==> src/rtl/seg7_pkg.sv <==
// seg7_pkg: shared constants and the display-source enum for the 7-segment
// scan controller and its slot timer.
package seg7_pkg;

    localparam int unsigned SEG7_DIGITS = 4;
    localparam int unsigned NIBBLE_W    = 4;
    localparam int unsigned IDX_W       = $clog2(SEG7_DIGITS);

    typedef enum logic {
        SRC_SYS = 1'b0,
        SRC_DBG = 1'b1
    } src_e;

endpackage

==> src/rtl/seg7_slot_timer.sv <==
// seg7_slot_timer: digit-slot sequencer for the multiplexed display.
// Ports:
//   clk, rst_n  - clock, asynchronous active-low reset
//   idx         - index of the digit slot currently being scanned
//   slot_wrap   - high on the last cycle of a slot
//   frame_wrap  - high on the last cycle of the last slot of a frame
//   in_blank    - high during the dead-time cycles at the start of a slot
module seg7_slot_timer
    import seg7_pkg::*;
#(
    parameter int unsigned CLK_DIV   = 50000,
    parameter int unsigned BLANK_CYC = 64
) (
    input  logic             clk,
    input  logic             rst_n,
    output logic [IDX_W-1:0] idx,
    output logic             slot_wrap,
    output logic             frame_wrap,
    output logic             in_blank
);

    localparam int unsigned CNT_W = (CLK_DIV > 1) ? $clog2(CLK_DIV) : 1;

    logic [CNT_W-1:0] slot_cnt_q, slot_cnt_d;
    logic [IDX_W-1:0] idx_q, idx_d;

    always_comb begin
        slot_wrap  = (slot_cnt_q == CNT_W'(CLK_DIV - 1));
        frame_wrap = slot_wrap && (idx_q == IDX_W'(SEG7_DIGITS - 1));
        in_blank   = (slot_cnt_q < CNT_W'(BLANK_CYC));
        slot_cnt_d = slot_wrap ? '0 : slot_cnt_q + CNT_W'(1);
        // SEG7_DIGITS is a power of two, so the index wraps mod 4 by overflow
        idx_d      = slot_wrap ? idx_q + IDX_W'(1) : idx_q;
        idx        = idx_q;
    end

    always_ff @(posedge clk or negedge rst_n) begin
        if (!rst_n) begin
            slot_cnt_q <= '0;
            idx_q      <= '0;
        end else begin
            slot_cnt_q <= slot_cnt_d;
            idx_q      <= idx_d;
        end
    end

endmodule

==> src/rtl/seg7_scan_ctrl.sv <==
// seg7_scan_ctrl: scan scheduler for a 4-digit multiplexed 7-segment display.
// Takes a tear-free per-frame snapshot of either the system or the debug
// source (debug has fixed priority, sampled only at frame boundaries), then
// scans the digits with blanking dead time and PWM brightness.
// Ports:
//   clk, rst_n            - clock, asynchronous active-low reset
//   en                    - display enable (0 blanks an, counters keep running)
//   sys_data, sys_dp      - system value / decimal points, nibble/bit i -> digit i
//   dbg_req, dbg_data     - debug ownership request (level) / debug value
//   brightness            - PWM duty level, all-ones = full on
//   an                    - one-hot anode select, 0 = blank
//   digit, dp             - nibble and decimal point of the active digit
//   src_sel               - owner of the current frame (0 sys, 1 debug)
//   dbg_ack, frame_start  - 1-cycle pulses at the snapshot edge
module seg7_scan_ctrl
    import seg7_pkg::*;
#(
    parameter int unsigned CLK_DIV   = 50000,
    parameter int unsigned BLANK_CYC = 64,
    parameter int unsigned BRIGHT_W  = 4
) (
    input  logic                              clk,
    input  logic                              rst_n,
    input  logic                              en,
    input  logic [SEG7_DIGITS*NIBBLE_W-1:0]   sys_data,
    input  logic [SEG7_DIGITS-1:0]            sys_dp,
    input  logic                              dbg_req,
    input  logic [SEG7_DIGITS*NIBBLE_W-1:0]   dbg_data,
    input  logic [BRIGHT_W-1:0]               brightness,
    output logic [SEG7_DIGITS-1:0]            an,
    output logic [NIBBLE_W-1:0]               digit,
    output logic                              dp,
    output logic                              src_sel,
    output logic                              dbg_ack,
    output logic                              frame_start
);

    if (CLK_DIV <= BLANK_CYC) begin : g_bad_cfg
        $error("seg7_scan_ctrl: CLK_DIV must exceed BLANK_CYC");
    end

    logic [IDX_W-1:0] idx;
    logic             slot_wrap, frame_wrap, in_blank, boundary;

    logic [SEG7_DIGITS-1:0][NIBBLE_W-1:0] shadow_q, shadow_d;
    logic [SEG7_DIGITS-1:0]               dp_shadow_q, dp_shadow_d;
    logic [BRIGHT_W-1:0]                  bright_q, bright_d;
    logic [BRIGHT_W-1:0]                  pwm_cnt_q, pwm_cnt_d;
    logic                                 load_pend_q, load_pend_d;
    src_e                                 src_q, src_d;
    logic [SEG7_DIGITS-1:0]               an_q, an_d;
    logic [NIBBLE_W-1:0]                  digit_q, digit_d;
    logic                                 dp_q, dp_d;
    logic                                 dbg_ack_q, dbg_ack_d;
    logic                                 frame_start_q, frame_start_d;

    seg7_slot_timer #(
        .CLK_DIV   (CLK_DIV),
        .BLANK_CYC (BLANK_CYC)
    ) u_timer (
        .clk        (clk),
        .rst_n      (rst_n),
        .idx        (idx),
        .slot_wrap  (slot_wrap),
        .frame_wrap (frame_wrap),
        .in_blank   (in_blank)
    );

    // load_pend forces the first snapshot on the first edge after reset
    assign boundary = frame_wrap || load_pend_q;

    always_comb begin
        shadow_d    = shadow_q;
        dp_shadow_d = dp_shadow_q;
        bright_d    = bright_q;
        src_d       = src_q;
        load_pend_d = load_pend_q;
        pwm_cnt_d   = pwm_cnt_q + BRIGHT_W'(1);

        if (boundary) begin
            shadow_d    = dbg_req ? dbg_data : sys_data;
            dp_shadow_d = dbg_req ? '0 : sys_dp;
            src_d       = dbg_req ? SRC_DBG : SRC_SYS;
            bright_d    = brightness;
            load_pend_d = 1'b0;
        end

        frame_start_d = boundary;
        dbg_ack_d     = boundary && dbg_req;
        digit_d       = shadow_q[idx];
        dp_d          = dp_shadow_q[idx];
        if (en && !in_blank && (pwm_cnt_q <= bright_q)) begin
            an_d = SEG7_DIGITS'(1) << idx;
        end else begin
            an_d = '0;
        end
    end

    always_ff @(posedge clk or negedge rst_n) begin
        if (!rst_n) begin
            shadow_q      <= '0;
            dp_shadow_q   <= '0;
            bright_q      <= '0;
            pwm_cnt_q     <= '0;
            load_pend_q   <= 1'b1;
            src_q         <= SRC_SYS;
            an_q          <= '0;
            digit_q       <= '0;
            dp_q          <= 1'b0;
            dbg_ack_q     <= 1'b0;
            frame_start_q <= 1'b0;
        end else begin
            shadow_q      <= shadow_d;
            dp_shadow_q   <= dp_shadow_d;
            bright_q      <= bright_d;
            pwm_cnt_q     <= pwm_cnt_d;
            load_pend_q   <= load_pend_d;
            src_q         <= src_d;
            an_q          <= an_d;
            digit_q       <= digit_d;
            dp_q          <= dp_d;
            dbg_ack_q     <= dbg_ack_d;
            frame_start_q <= frame_start_d;
        end
    end

    assign an          = an_q;
    assign digit       = digit_q;
    assign dp          = dp_q;
    assign src_sel     = (src_q == SRC_DBG);
    assign dbg_ack     = dbg_ack_q;
    assign frame_start = frame_start_q;

endmodule

==> config.mk <==
export PLATFORM = sky130hd
export DESIGN_NAME = seg7_scan_ctrl
export DESIGN_NICKNAME = d
export VERILOG_FILES = /design/src/rtl/seg7_pkg.sv /design/src/rtl/seg7_slot_timer.sv /design/src/rtl/seg7_scan_ctrl.sv
export SDC_FILE = /design/constraint.sdc
export NUM_CORES = 1
export LEC_CHECK = 0
export BUFFER_PORTS_ARGS = -buffer_cell sky130_fd_sc_hd__buf_2
export CELL_PAD_IN_SITES_DETAIL_PLACEMENT = 1
export CELL_PAD_IN_SITES_GLOBAL_PLACEMENT = 2
export CORE_ASPECT_RATIO = 1.2
export CORE_MARGIN = 2
export CORE_UTILIZATION = 37
export CTS_CLUSTER_SIZE = 24
export DETAILED_ROUTE_END_ITERATION = 12
export GPL_ROUTABILITY_DRIVEN = 0
export PLACE_DENSITY = 0.8
export RECOVER_POWER = 25
export SLEW_MARGIN = 5
export SYNTH_ARGS = -nofsm -noshare
export SYNTH_HDL_FRONTEND = slang
export SYNTH_SLANG_ARGS = --single-unit
==> constraint.sdc <==
create_clock -name clk -period 2.5 [get_ports clk]
set_input_delay 0.25 -clock clk [delete_from_list [all_inputs] [get_ports clk]]
set_output_delay 0.25 -clock clk [all_outputs]
set_load 0.01 [all_outputs]
==> run_results.csv, run 1 <==
group,metric,value,unit
sta,rsz0062_at_grt,"no",
logic_synthesis,synth_compound_area_share,2.79,%
clocking,cts_tree,"done",
logic_synthesis,post-synth-top-area-cell,"dfrtp_1",
die,start_util,38.6,%
power_and_ir_drop,p_leak,0.00161,uW
grt,grt_pass1_wl,10.4,mm
grt,track_usage,15.8,%
min_path,holdPathStages,2,
detailed_routing,antenna_left,0,
grt,grt_max_degree,33,
setup_path,arrival,2.34,ns
place,port-buffer-count,55,
sta,tightestPinTransition,1.74,ns
setup_path,setup.worst_path.start,"u_timer.slot_cnt_q[0]",
sta,slew_headroom,-15.8,%
logic_synthesis,synth_cell_types,31,
setup_path,ff2ff_path_depth,6,
power_and_ir_drop,powerDensity,642,nW/um^2
sta,hold_viol,0,
grt,grt_pass1_vias,2168,
outcome,outcome,"finished with violations",
sta,clock_skew,0.00650,ns
grt,antenna_found_initial,0,
sta,fmax,468,MHz
sta,report.final.setup_viol,0,
logic_synthesis,async_reset_ff_share,100,%
clocking,clkTransAtPathRegs,0.06,ns
die,core,7320,sq um
setup_path,crit_type,"reg2reg",
logic_synthesis,syn-num-nets,264,
cells_and_area,fin_area,3400,sq um
sta,fin_tns_setup,0,ns
clocking,clock_sinks,59,
cells_and_area,n_antenna_cell,0,
logic_synthesis,synth-main-ff-cell,"dfrtp_1",
logic_synthesis,yosys-top-cells-count,"58 x dfrtp_1, 23 x mux2_2, 18 x mux2_4",
grt,overflow,0,
setup_path,critPathRequiredTime,2.70,ns
detailed_routing,drtIter0Drc,47,
sta,fin_crit_sh,85.5,%
detailed_routing,firstDrtPassIters,4,
min_path,holdCritStartpoint,"brightness[2]",
clocking,post_cts.repair.setup_buffers,0,
logic_synthesis,synth_xor_area_share,4.66,%
sta,min_period,2.14,ns
die,die_y,99.7,microns
cells_and_area,final_nets,328,
logic_synthesis,synth_edf_count,0,
logic_synthesis,synth_top_family_by_area,"multiplexers",
logic_synthesis,synth_cells,210,
place,dp_hpwl,4.28,mm
setup_path,cp-end-kind,"flip-flop",
die,die_area,8340,sq um
clocking,clk_latency,0.32,ns
outcome,violations,"capacitance limit, slew limit",
logic_synthesis,synth_area_leaders,"dfrtp_1 51%, mux2_4 9.6%, mux2_2 9.2%",
die,std_cell_rows,34,
cells_and_area,area_growth,20.4,%
power_and_ir_drop,power,2180,uW
clocking,htreeDepth,3,
clocking,numCtsBuffers,9,
min_path,hold_end,"bright_q[2]",
sta,drv_slew,33,
place,placed_cell_area,3190,sq um
min_path,hp-class,"in2reg",
logic_synthesis,avgSynthCellArea,13.4,sq um
logic_synthesis,synth_area,2820,sq um
die,ios,56,
detailed_routing,wirelength,5.92,mm
die,fp.dieW,83.7,microns
job,max_cap_violations,1,
logic_synthesis,synth_top_area_share,51.4,%
setup_path,r2r_end,"bright_q[3]",
cells_and_area,layout-drive-gt1-share,39.8,%
logic_synthesis,yosys.area_share.adder,4.43,%
logic_synthesis,muxShareOfSynthArea,22.7,%
clocking,cts-root-buf,"clkbuf_8",
logic_synthesis,ys.warnings.count,0,
detailed_routing,via_per_inst,4.98,
setup_path,r2r_setup_slack,0.36,ns
setup_path,r2r-start,"u_timer.slot_cnt_q[0]",
clocking,clock_path_buffers,2,
logic_synthesis,synthMostInstantiatedCell,"dfrtp_1",
setup_path,crit_path_start_kind,"flip-flop",
logic_synthesis,synthSimpleGateAreaFrac,10.2,%
logic_synthesis,ys_seq_elements,59,
cells_and_area,fillers,809,
detailed_routing,wl_per_cell,16.0,microns
logic_synthesis,yosysSeqAreaShare,52.4,%
setup_path,crit_fanout,26,
detailed_routing,vias,1836,
power_and_ir_drop,vdd.ir_drop.worst,305,uV
detailed_routing,drc,0,
-- per-layer routing --
layer / wire length (microns) / track usage [%] / up-vias
met2: 3160 / 28.7 / 30
met4: 84 / 6.45 / 0
met1: 2490 / 18.3 / 928
li1: - / - / 869
met3: 185 / 3.07 / 9
met5: 0 / 0 / -
-- layout by cell type, fill, tap and decap left out --
cell type	netlist	routed
inv_1	8	8
and3_1	1	1
o31ai_1	1	1
buf_2	0	43
o21ai_0	3	3
or4_1	1	1
nor4_1	2	2
mux2_4	18	18
dlygate4sd3_1	0	1
buf_4	0	3
and2_1	1	1
nand4_1	7	7
bufinv_16	0	2
ha_1	10	10
nor3_1	4	4
xnor2_1	6	6
a21oi_4	1	1
dfstp_2	1	1
mux2_2	23	23
clkinv_2	0	4
a21oi_1	8	8
and4bb_1	2	2
inv_4	1	1
nor2b_1	5	5
nor2_1	9	9
nand2_1	6	6
and4_1	2	2
clkbuf_1	4	13
or3_1	1	1
conb_1	1	1
dfrtp_1	58	58
xor2_1	9	9
nand3_1	9	9
mux4_2	5	5
and4_4	1	1
clkbuf_8	0	9
-- sequential cells by signal (all words and copies together), names as in the netlist --
register	count
dbg_ack	1
bright_q	4
load_pend_q	1
frame_start	1
u_timer.slot_cnt_q	16
an	4
dp	1
pwm_cnt_q	4
src_sel	1
u_timer.idx	2
shadow_q	16
digit	4
dp_shadow_q	4
-- layout make-up --
class	instances	area, sq um	share of cell area, %
inverter	9	36.3	1.07
timing repair buffer	59	293	8.62
clock inverter	6	80.1	2.36
clock buffer	10	128	3.76
tap	90	113	3.31
sequential	59	1480	43.5
multi-input combinational	136	1270	37.4
-- metrics by stage --
| stage | setup WS, ns | utilization (%) | hold WS, ns | cells |
|---|---|---|---|---|
| 2_1_floorplan | 0.703 | - | -0.0456 | 210 |
| 3_3_place_gp | 0.390 | 43.7 | 0.357 | 352 |
| 3_5_place_dp | 0.353 | 43.7 | 0.349 | 352 |
| 4_1_cts | 0.341 | 46.6 | 0.160 | 369 |
| 5_1_grt | 0.173 | 46.4 | 0.153 | 369 |
| 6_report | 0.362 | 46.4 | 0.173 | 369 |
-- power breakdown --
group	total, uW	switching (uW)	internal, uW
registers	1040	28.8	1010
logic	218	88.8	129
clock network	921	366	555
total	2180	484	1700
-- worst max path at each step --
| stage | endpoint | slack, ns | cells past startpoint |
|---|---|---|---|
| 2_1_floorplan | bright_q[0] | 0.70 | 7 |
| 3_3_place_gp | shadow_q[3] | 0.39 | 6 |
| 3_5_place_dp | shadow_q[3] | 0.35 | 6 |
| 4_1_cts | shadow_q[3] | 0.34 | 6 |
| 5_1_grt | dp | 0.17 | 3 |
| 6_report | bright_q[3] | 0.36 | 6 |
-- repair_timing --
action / in CTS / in global routing
resized for setup: 0 / 0
hold endpoints to repair: 8 / 0
hold buffers: 1 / 0
-- cells by family after synthesis --
group                    count (synthesis)
AO/OA/AOI/OAI                           13
XOR/XNOR                                15
adder cells (fa/ha/maj)                 10
buffers and inverters                   15
flip-flops                              59
multiplexers                            46
other                                    1
AND/OR/NAND/NOR                         51
-- worst max-delay path, cell delays in order (launching register included) --
cell and delay, ns:
dfrtp_1 0.38, ha_1 0.23, and4_1 0.26, and4_4 0.35, a21oi_4 0.09, inv_4 0.31
mux2_2 0.38
Power figures use the tool's default switching activity.
==> inputs of run 2 (changes only) <==
--- a/config.mk
+++ b/config.mk
@@ -5,12 +5,13 @@
 export SDC_FILE = /design/constraint.sdc
 export NUM_CORES = 1
 export LEC_CHECK = 0
+export ABC_AREA = 1
 export BUFFER_PORTS_ARGS = -buffer_cell sky130_fd_sc_hd__buf_2
 export CELL_PAD_IN_SITES_DETAIL_PLACEMENT = 1
 export CELL_PAD_IN_SITES_GLOBAL_PLACEMENT = 2
 export CORE_ASPECT_RATIO = 1.2
 export CORE_MARGIN = 2
-export CORE_UTILIZATION = 37
+export CORE_UTILIZATION = 33
 export CTS_CLUSTER_SIZE = 24
 export DETAILED_ROUTE_END_ITERATION = 12
 export GPL_ROUTABILITY_DRIVEN = 0
==> run_results.csv, run 2 <==
group,metric,value,unit
grt,overflow,0,
detailed_routing,wirelength,6.99,mm
outcome,outcome,"finished, final reports clean",
clocking,clock_sinks,59,
cells_and_area,reg_top3,"shadow_q (16), u_timer.slot_cnt_q (16)",
cells_and_area,area_growth,19.7,%
cells_and_area,layout_commonest_cell,"nand2_1",
place,placed_cell_area,3370,sq um
grt,track_usage,15.8,%
logic_synthesis,synth_area_leaders,"dfrtp_1 49%, nand2_1 9.0%, mux2_2 6.1%",
die,die_area,9790,sq um
logic_synthesis,ys_seq_elements,59,
logic_synthesis,synthMostInstantiatedCell,"nand2_1",
logic_synthesis,synth_edf_count,0,
logic_synthesis,synth_cell_types,29,
setup_path,crit_type,"reg2reg",
power_and_ir_drop,p_leak,0.00181,uW
sta,tightestPinTransition,0.843,ns
cells_and_area,layout-drive-gt1-share,23.0,%
logic_synthesis,avgSynthCellArea,8.74,sq um
grt,antenna_found_initial,0,
detailed_routing,vias,2432,
cells_and_area,layout_common_cells,"71 x nand2_1, 58 x dfrtp_1, 47 x nor2_1",
power_and_ir_drop,powerDensity,582,nW/um^2
detailed_routing,antenna_left,0,
setup_path,path_cells,"ha_1, nand3_1, nor2_2, nand3_4, nand2_4, nand2_1, nand2_1",
clocking,clk_latency,0.34,ns
logic_synthesis,synth_area,2970,sq um
job,max_cap_violations,0,
die,start_util,34.3,%
die,ios,56,
cells_and_area,final_nets,454,
sta,slew_headroom,43.8,%
setup_path,critPathMaxStageDelay,0.39,ns
clocking,cts_tree,"done",
logic_synthesis,ys.warnings.count,0,
setup_path,crit_path_start_kind,"flip-flop",
sta,fin_crit_sh,75.8,%
clocking,cts_resized,0,
cells_and_area,fin_cells,521,
clocking,numCtsBuffers,9,
clocking,cts-root-buf,"clkbuf_8",
sta,rsz0062_at_grt,"no",
setup_path,critPathRequiredTime,2.78,ns
detailed_routing,firstDrtPassIters,4,
detailed_routing,drtIter0Drc,95,
grt,grt_max_degree,32,
die,die_y,108,microns
setup_path,path_depth,7,
setup_path,arrival,2.17,ns
clocking,clock_path_buffers,2,
clocking,post_cts.repair.setup_buffers,0,
setup_path,crit_fanout,26,
die,std_cell_rows,37,
setup_path,cp_common_cell,"nand2_1",
min_path,hp-class,"in2reg",
logic_synthesis,yosys-top-cells-count,"71 x nand2_1, 58 x dfrtp_1, 47 x nor2_1",
detailed_routing,wl_per_cell,13.4,microns
clocking,clkTransAtPathRegs,0.07,ns
place,port-buffer-count,55,
power_and_ir_drop,vdd.ir_drop.worst,253,uV
logic_synthesis,syn-num-nets,394,
sta,fmax,527,MHz
setup_path,cp-end-kind,"flip-flop",
setup_path,ff2ff_path_depth,7,
sta,drv_slew,0,
sta,min_period,1.90,ns
detailed_routing,drc,0,
die,core,8660,sq um
grt,grt_pass1_wl,12.3,mm
logic_synthesis,synth_top_area_share,48.8,%
logic_synthesis,synth-main-ff-cell,"dfrtp_1",
grt,grt_pass1_vias,2643,
cells_and_area,n_antenna_cell,0,
die,fp.dieW,90.6,microns
logic_synthesis,post-synth-top-area-cell,"dfrtp_1",
sta,fin_tns_setup,0,ns
place,dp_cells,505,
cells_and_area,fillers,1073,
cells_and_area,fin_area,3560,sq um
clocking,htreeDepth,3,
place,dp_hpwl,5.04,mm
logic_synthesis,async_reset_ff_share,100,%
detailed_routing,via_per_inst,4.67,
sta,hold_viol,0,
clocking,holdBufCountCts,1,
setup_path,slowest_stage,"nand2_4",
sta,report.final.setup_viol,0,
setup_path,cpLargestDelayFamily,"simple AND/OR/NAND/NOR gates",
sta,clock_skew,0.0106,ns
logic_synthesis,yosysSeqAreaShare,49.7,%
setup_path,crit_buf_inv,0,
logic_synthesis,synth_cells,340,
min_path,holdPathStages,3,
[run 2: cell types whose count changed in the layout (fill, tap and decap cells not counted), sizes merged, moves of 12 or more]
cell,change
mux2,-25
inv,+22
nor2,+40
o21ai,+12
nand3,+26
nand2,+77
[run 2: worst min-delay path: stages]
cell     delay [ns]
buf_2          0.08
nand2_1        0.05
nand2_1        0.05
[run 2: cell type report]
| type | instances | area (sq um) | area share, % |
|---|---|---|---|
| sequential | 59 | 1480 | 41.5 |
| multi-input combinational | 238 | 1310 | 36.8 |
| timing repair buffer | 59 | 305 | 8.58 |
| tap | 117 | 146 | 4.11 |
| clock buffer | 11 | 141 | 3.97 |
| inverter | 33 | 125 | 3.52 |
| clock inverter | 4 | 51.3 | 1.44 |
[run 2: logic make-up after synthesis]
family | count (synthesis) | synth area share, %
flops | 59 | 49.7
fa+ha+maj | 10 | 4.21
simple gates | 174 | 25.8
xor+xnor | 10 | 2.95
compound gates | 27 | 4.92
mux | 16 | 6.06
other cells | 1 | 0.126
buf+inv | 43 | 6.19
[run 2: final timing paths]
kind / to / from / slack (ns)
setup / recovery: src_sel / u_timer.slot_cnt_q[0] / 0.60
hold / removal: bright_q[1] / brightness[1] / 0.11
setup reg to reg: src_sel / u_timer.slot_cnt_q[0] / 0.60
hold reg to reg: pwm_cnt_q[0] / pwm_cnt_q[0] / 0.47
max in group asynchronous: load_pend_q / rst_n / 1.25
min in group asynchronous: u_timer.slot_cnt_q[10] / rst_n / 0.55
[run 2: per-stage QoR]
stage / setup slack [ns] / total power (uW) / utilization [%] / hold WS, ns
detailed placement: 0.588 / 1240 / 38.9 / 0.366
global route: 0.380 / 2180 / 41.1 / 0.0999
CTS: 0.567 / 2120 / 41.3 / 0.0930
finish: 0.604 / 2070 / 41.1 / 0.114
global placement: 0.655 / 1230 / 38.9 / 0.371
floorplan: 1.11 / 1150 / - / -0.0456
[run 2: metal layers]
metal	wire length, microns	vias to the layer above	global-route usage, %
li1	-	1202	-
met5	0	-	0
met2	3450	54	27.0
met3	305	7	4.32
met1	3140	1169	19.3
met4	94	0	5.49
[run 2: report_power, final]
group	internal, uW	switching (uW)	leakage, uW
clock	482	373	0.0000954
combinational	85.0	101	0.000966
sequential	1010	23.6	0.000748
total	1570	498	0.00181
